**src/rtl/fir_seq_ctrl.sv**
```systemverilog
// Job sequencer for a streaming FIR: buffers source samples, paces them into the filter,
// appends TAPS-1 zero samples and waits for every output. Optional macro: FIR_SEQ_CTRL_TIMEOUT_EN.
module fir_seq_ctrl #(
  parameter int TAPS       = 401,
  parameter int FIFO_DEPTH = 8
) (
  input  logic        clk,
  input  logic        rst,
  input  logic        start,
  input  logic [15:0] sample_len,
  input  logic [7:0]  rate_div,
  input  logic        src_valid,
  output logic        src_ready,
  input  logic [15:0] src_sample,
  output logic        fir_in_valid,
  output logic [15:0] fir_in_sample,
  input  logic        fir_out_valid,
  input  logic [15:0] fir_out_sample,
  output logic        dst_valid,
  output logic [15:0] dst_sample,
  output logic        busy,
  output logic        done,
  output logic        err
);

  localparam int AW = $clog2(FIFO_DEPTH);
  localparam int CW = 17 + $clog2(TAPS + 1);
  localparam logic [CW-1:0] FLUSH_LEN = CW'(TAPS - 1);
  localparam logic [CW-1:0] CNT_ONE   = CW'(1);
  localparam logic [AW:0]   PTR_ONE   = (AW + 1)'(1);

  typedef enum logic [2:0] {IDLE, RUN, FLUSH, DRAIN, DONE} state_t;

  state_t          state;
  logic [15:0]     len_q;
  logic [7:0]      rate_q;
  logic [7:0]      pace_cnt;
  logic [15:0]     acc_cnt;
  logic [CW-1:0]   issued_cnt;
  logic [CW-1:0]   out_cnt;
  logic [CW-1:0]   out_cnt_nxt;
  logic [CW-1:0]   total;
  logic [15:0]     fifo_mem [FIFO_DEPTH];
  logic [AW:0]     wr_ptr;
  logic [AW:0]     rd_ptr;
  logic            fifo_empty;
  logic            fifo_full;
  logic            push;
  logic            pop;
  logic            tick;
  logic            busy_q;
  logic            done_q;
  logic            fin_v;
  logic [15:0]     fin_s;

  assign total       = CW'(len_q) + FLUSH_LEN;
  assign tick        = (pace_cnt == 8'd0);
  assign fifo_empty  = (wr_ptr == rd_ptr);
  assign fifo_full   = (wr_ptr[AW] != rd_ptr[AW]) && (wr_ptr[AW-1:0] == rd_ptr[AW-1:0]);
  assign src_ready   = (state == RUN) && !fifo_full && (acc_cnt < len_q);
  assign push        = src_valid && src_ready;
  assign pop         = (state == RUN) && tick && !fifo_empty;
  assign out_cnt_nxt = out_cnt + {{(CW-1){1'b0}}, fir_out_valid};

  assign fir_in_valid  = fin_v;
  assign fir_in_sample = fin_s;
  assign busy          = busy_q;
  assign done          = done_q;
  assign dst_valid     = busy_q && fir_out_valid;
  assign dst_sample    = busy_q ? fir_out_sample : 16'd0;

  always_ff @(posedge clk) begin
    if (push) fifo_mem[wr_ptr[AW-1:0]] <= src_sample;
  end

`ifdef FIR_SEQ_CTRL_TIMEOUT_EN
  localparam logic [9:0] WD_LAST = 10'd1023;
  logic [9:0] wd_cnt;
  logic       err_q;
  assign err = err_q;

  // wd_cnt holds the number of cycles since the last filter output, saturating at WD_LAST
  always_ff @(posedge clk) begin
    if (rst) begin
      wd_cnt <= '0;
    end else if (state == IDLE) begin
      wd_cnt <= '0;
    end else if (fir_out_valid) begin
      wd_cnt <= 10'd1;
    end else if (wd_cnt != WD_LAST) begin
      wd_cnt <= wd_cnt + 10'd1;
    end
  end
`else
  assign err = 1'b0;
`endif

  always_ff @(posedge clk) begin
    if (rst) begin
      state      <= IDLE;
      busy_q     <= 1'b0;
      done_q     <= 1'b0;
      fin_v      <= 1'b0;
      fin_s      <= '0;
      len_q      <= '0;
      rate_q     <= '0;
      pace_cnt   <= '0;
      acc_cnt    <= '0;
      issued_cnt <= '0;
      out_cnt    <= '0;
      wr_ptr     <= '0;
      rd_ptr     <= '0;
`ifdef FIR_SEQ_CTRL_TIMEOUT_EN
      err_q      <= 1'b0;
`endif
    end else begin
      fin_v  <= 1'b0;
      fin_s  <= '0;
      done_q <= 1'b0;
      if (push) begin
        wr_ptr  <= wr_ptr + PTR_ONE;
        acc_cnt <= acc_cnt + 16'd1;
      end
      if (pop) rd_ptr <= rd_ptr + PTR_ONE;
      if (busy_q && fir_out_valid) out_cnt <= out_cnt_nxt;
      // Ticks keep their rhythm across the RUN to FLUSH boundary
      if (state == RUN || state == FLUSH) pace_cnt <= tick ? rate_q : pace_cnt - 8'd1;

      case (state)
        IDLE: begin
          if (start) begin
            len_q      <= sample_len;
            rate_q     <= rate_div;
            pace_cnt   <= rate_div;
            acc_cnt    <= '0;
            issued_cnt <= '0;
            out_cnt    <= '0;
            wr_ptr     <= '0;
            rd_ptr     <= '0;
            busy_q     <= 1'b1;
`ifdef FIR_SEQ_CTRL_TIMEOUT_EN
            err_q      <= 1'b0;
`endif
            if (sample_len == 16'd0) begin
              state  <= DONE;
              done_q <= 1'b1;
            end else begin
              state <= RUN;
            end
          end
        end
        RUN: begin
          if (pop) begin
            fin_v      <= 1'b1;
            fin_s      <= fifo_mem[rd_ptr[AW-1:0]];
            issued_cnt <= issued_cnt + CNT_ONE;
            if (issued_cnt + CNT_ONE == CW'(len_q)) state <= FLUSH;
          end
        end
        FLUSH: begin
          if (issued_cnt == total) begin
            state <= DRAIN;
          end else if (tick) begin
            fin_v      <= 1'b1;
            issued_cnt <= issued_cnt + CNT_ONE;
            if (issued_cnt + CNT_ONE == total) state <= DRAIN;
          end
        end
        DRAIN: begin
          if (out_cnt_nxt == issued_cnt) begin
            state  <= DONE;
            done_q <= 1'b1;
`ifdef FIR_SEQ_CTRL_TIMEOUT_EN
            err_q  <= 1'b0;
          end else if (!fir_out_valid && wd_cnt == WD_LAST) begin
            state  <= DONE;
            done_q <= 1'b1;
            err_q  <= 1'b1;
`endif
          end
        end
        DONE: begin
          state  <= IDLE;
          busy_q <= 1'b0;
        end
        default: state <= IDLE;
      endcase
    end
  end

endmodule

```
**config.mk**
```make
export PLATFORM = sky130hd
export DESIGN_NAME = fir_seq_ctrl
export DESIGN_NICKNAME = d
export VERILOG_FILES = /design/src/rtl/fir_seq_ctrl.sv
export SDC_FILE = /design/constraint.sdc
export NUM_CORES = 1
export LEC_CHECK = 0
export ABC_AREA = 1
export ABC_CLOCK_PERIOD_IN_PS = 3440
export CORE_MARGIN = 2
export CORE_UTILIZATION = 45
export CTS_CLUSTER_DIAMETER = 80
export CTS_CLUSTER_SIZE = 30
export DETAILED_ROUTE_END_ITERATION = 8
export PLACE_DENSITY = 0.66
export SYNTH_ARGS = -nofsm -noshare
export SYNTH_HDL_FRONTEND = slang
export SYNTH_SLANG_ARGS = --single-unit
```
**constraint.sdc**
```tcl
create_clock -name clk -period 3.44 [get_ports clk]
set_clock_uncertainty 0.2 [all_clocks]
set_input_delay 0.344 -clock clk [delete_from_list [all_inputs] [get_ports clk]]
set_output_delay 0.344 -clock clk [all_outputs]
set_load 0.01 [all_outputs]
```
==> reports/summary.txt <==
Reg clk slew, reported paths -> 110 ps
Syn Std Cell Area -> 13800 um^2
Largest net degree at the start of global routing -> 66
Routability cong. -> 0.972
Worst Tran Pin Value -> 785 ps
Pre-CTS setup slack -> 133 ps
CTS sink cnt -> 258
R2R cell count -> 17
Horiz. Die Dim -> 179 um
Clock Tree Buf Depth -> 3
RSZ-0062 raised after global routing -> no
ANT nets after route -> 0
Post-synthesis cell type count -> 46
IO buf count -> 97
Hold crit path type -> in -> reg
CP Max Fanout -> 7
Insertion delay to the later sink of the worst-skew pair -> 530 ps
Layout area overhead -> 15.0%
Vias/cell -> 5.44
Num CTS Buffers -> 16
Endpoints failing setup -> 0
Post-CTS Setup Inserts -> 0
WL per Instance -> 16.7 um
Crit share post-route -> 0.936
Max Transition Viols Final -> 0
Vias in the first global route -> 11900
Layout Nets -> 2030
Ys flop type -> dfxtp_1
Slew margin rel. -> 0.476
Pleak -> 6.31 nW
Yosys warns -> 0
Number of synthesized register bits -> 258
CP Capture Type -> primary output
DRC -> 0
First-pass GRT wire length -> 61700 um
Critical path arrival -> 2670 ps
Critical Path RT -> 2900 ps
FFs w/ async S/R, synth -> 0
DRT Pass-1 Iters -> 6
Final worst slack -> 221 ps
Critical Path Start Type -> register
Max cap viols -> 0
Fill cells -> 2898
Cell row count -> 64
Placed Cells -> 2323
EDFF count, synth -> 128
Initial core utilization -> 0.454
Crit path kind -> reg -> out
CTS tree -> yes
Post-Route WL -> 39300 um
Share of layout cells above drive strength 1 -> 0.0639
H-tree depth -> 1
Clock root buffer master -> clkbuf_16
Dpl hpwl -> 28400 um
Core footprint -> 30400 um^2
Syn nets -> 1942
Setup TNS -> 0 ps
Syn Inst Count -> 1857
Io pins -> 99
Max IR drop VDD -> 0.000382 V
# hold bufs at CTS -> 0
FMAX -> 311 MHz
Die H -> 179 um
Antenna diodes -> 0
Utilization after layout -> 0.523
Vias -> 12800
Hold Path Depth -> 3
Initial antenna violation count -> 0
Post-Layout Cell Count -> 2351
Mapped Avg Cell Area -> 7.45 um^2
Die footprint -> 32100 um^2
Fin crit period -> 3220 ps
Total congestion overflow -> 0
Post-cts resize count -> 0
P per Cell Area -> 567 nW/um^2
Number of DRC markers in iteration 0 -> 1280
GRT Overall Usage -> 0.244
Seq/Total Area, Yosys -> 0.466
Fin. Hold Viols -> 0
Status -> completed
layout make-up:
| type | count | area [um^2] | share of cell area |
|---|---|---|---|
| well taps | 396 | 495 | 0.0312 |
| repair buffers | 137 | 1270 | 0.0799 |
| multi-input cells | 1356 | 6450 | 0.406 |
| flip-flops and latches | 258 | 6450 | 0.405 |
| clock buffers | 20 | 437 | 0.0275 |
| clock inverters | 8 | 133 | 0.00834 |
| inverters | 176 | 662 | 0.0416 |
worst max-delay path, stage by stage (launching register included):
cell and delay [ps]:
dfxtp_1 450, inv_1 200, ha_1 350, a21oi_1 130, o21ai_0 110, a21oi_1 130, and2_1 160, nand2_1 70
inv_1 50, clkdlybuf4s50_1 520
routing by layer:
layer  GRT usage  routed length, um  up-vias
met1       0.317              16600     5981
li1            -                  -     6339
met2       0.417              19100      383
met4      0.0974               1440        0
met5           0                  0        -
met3      0.0252               2140       81
Yosys cell counts (all sizes together), types with 10 or more instances:
cell      n  area [um^2]
nand2   513         1960
nor2    255         1080
inv     171          642
o21ai   157          790
nand3   154          776
dfxtp   130         2600
edfxtp  128         3840
a21oi   123          616
clkbuf   52          195
o22ai    33          206
ha       24          300
nand4    24          150
nor3     17         95.1
buf      15         87.6
xor2     10         87.6
cell families after synthesis:
| logic type | Yosys count | synth area share |
|---|---|---|
| AOI/OAI and AO/OA | 332 | 0.127 |
| DFF | 258 | 0.466 |
| and+or+nand+nor | 982 | 0.303 |
| other | 1 | 0.000271 |
| xor gates and xnor gates | 17 | 0.0138 |
| adders and majority gates | 24 | 0.0217 |
| buffers and inverters | 243 | 0.0683 |
state kept, by name (all words and copies together) (netlist names), 3 cells and up:
register,cells
wr_ptr,4
acc_cnt,16
len_q,16
rd_ptr,4
fir_in_sample,16
fifo_mem,128
state,3
issued_cnt,26
out_cnt,26
rate_q,8
pace_cnt,8
cell usage in the layout (no fill, tap or decap), drive strengths merged, types with 2 or more instances in the layout:
| master | Yosys | routed |
|---|---|---|
| a21oi | 123 | 123 |
| bufinv | 0 | 2 |
| xnor2 | 4 | 4 |
| a211oi | 2 | 2 |
| ha | 24 | 24 |
| edfxtp | 128 | 128 |
| nand3 | 154 | 154 |
| o21a | 4 | 4 |
| buf | 15 | 40 |
| a31oi | 2 | 2 |
| nand3b | 4 | 4 |
| dfxtp | 130 | 130 |
| clkbuf | 52 | 20 |
| nand4 | 24 | 24 |
| xor2 | 10 | 10 |
| o21ai | 157 | 157 |
| o21bai | 2 | 2 |
| o22ai | 33 | 33 |
| clkdlybuf4s50 | 0 | 97 |
| nor3 | 17 | 17 |
| clkinv | 5 | 8 |
| and2 | 6 | 6 |
| or2 | 2 | 2 |
| xnor3 | 2 | 2 |
| nor2 | 255 | 255 |
| nor4 | 6 | 6 |
| o211ai | 6 | 6 |
| inv | 171 | 174 |
| nand2 | 513 | 513 |
power by group:
group	internal [mW]	total (mW)	switching, mW
registers	3.50	3.85	0.353
clock network	1.10	2.24	1.14
logic	1.03	2.92	1.89
total	5.63	9.01	3.38
path summary, 6_finish.rpt:
kind	startpoint	end	slack (ps)
setup / recovery	len_q[13]	src_ready	220
hold / removal	rate_div[5]	rate_q[5]	250
setup reg to reg	len_q[4]	issued_cnt[8]	390
hold reg to reg	rate_q[3]	rate_q[3]	260
metrics by stage:
step	area, um^2	hold WS (ps)	total power, mW
after CTS	15900	230	9.03
after global routing	15900	235	9.58
after floorplan	13800	213	5.84
after global placement	15300	231	6.74
after detailed placement	15300	238	6.80
final	15900	248	9.01
Power figures use the tool's default switching activity.
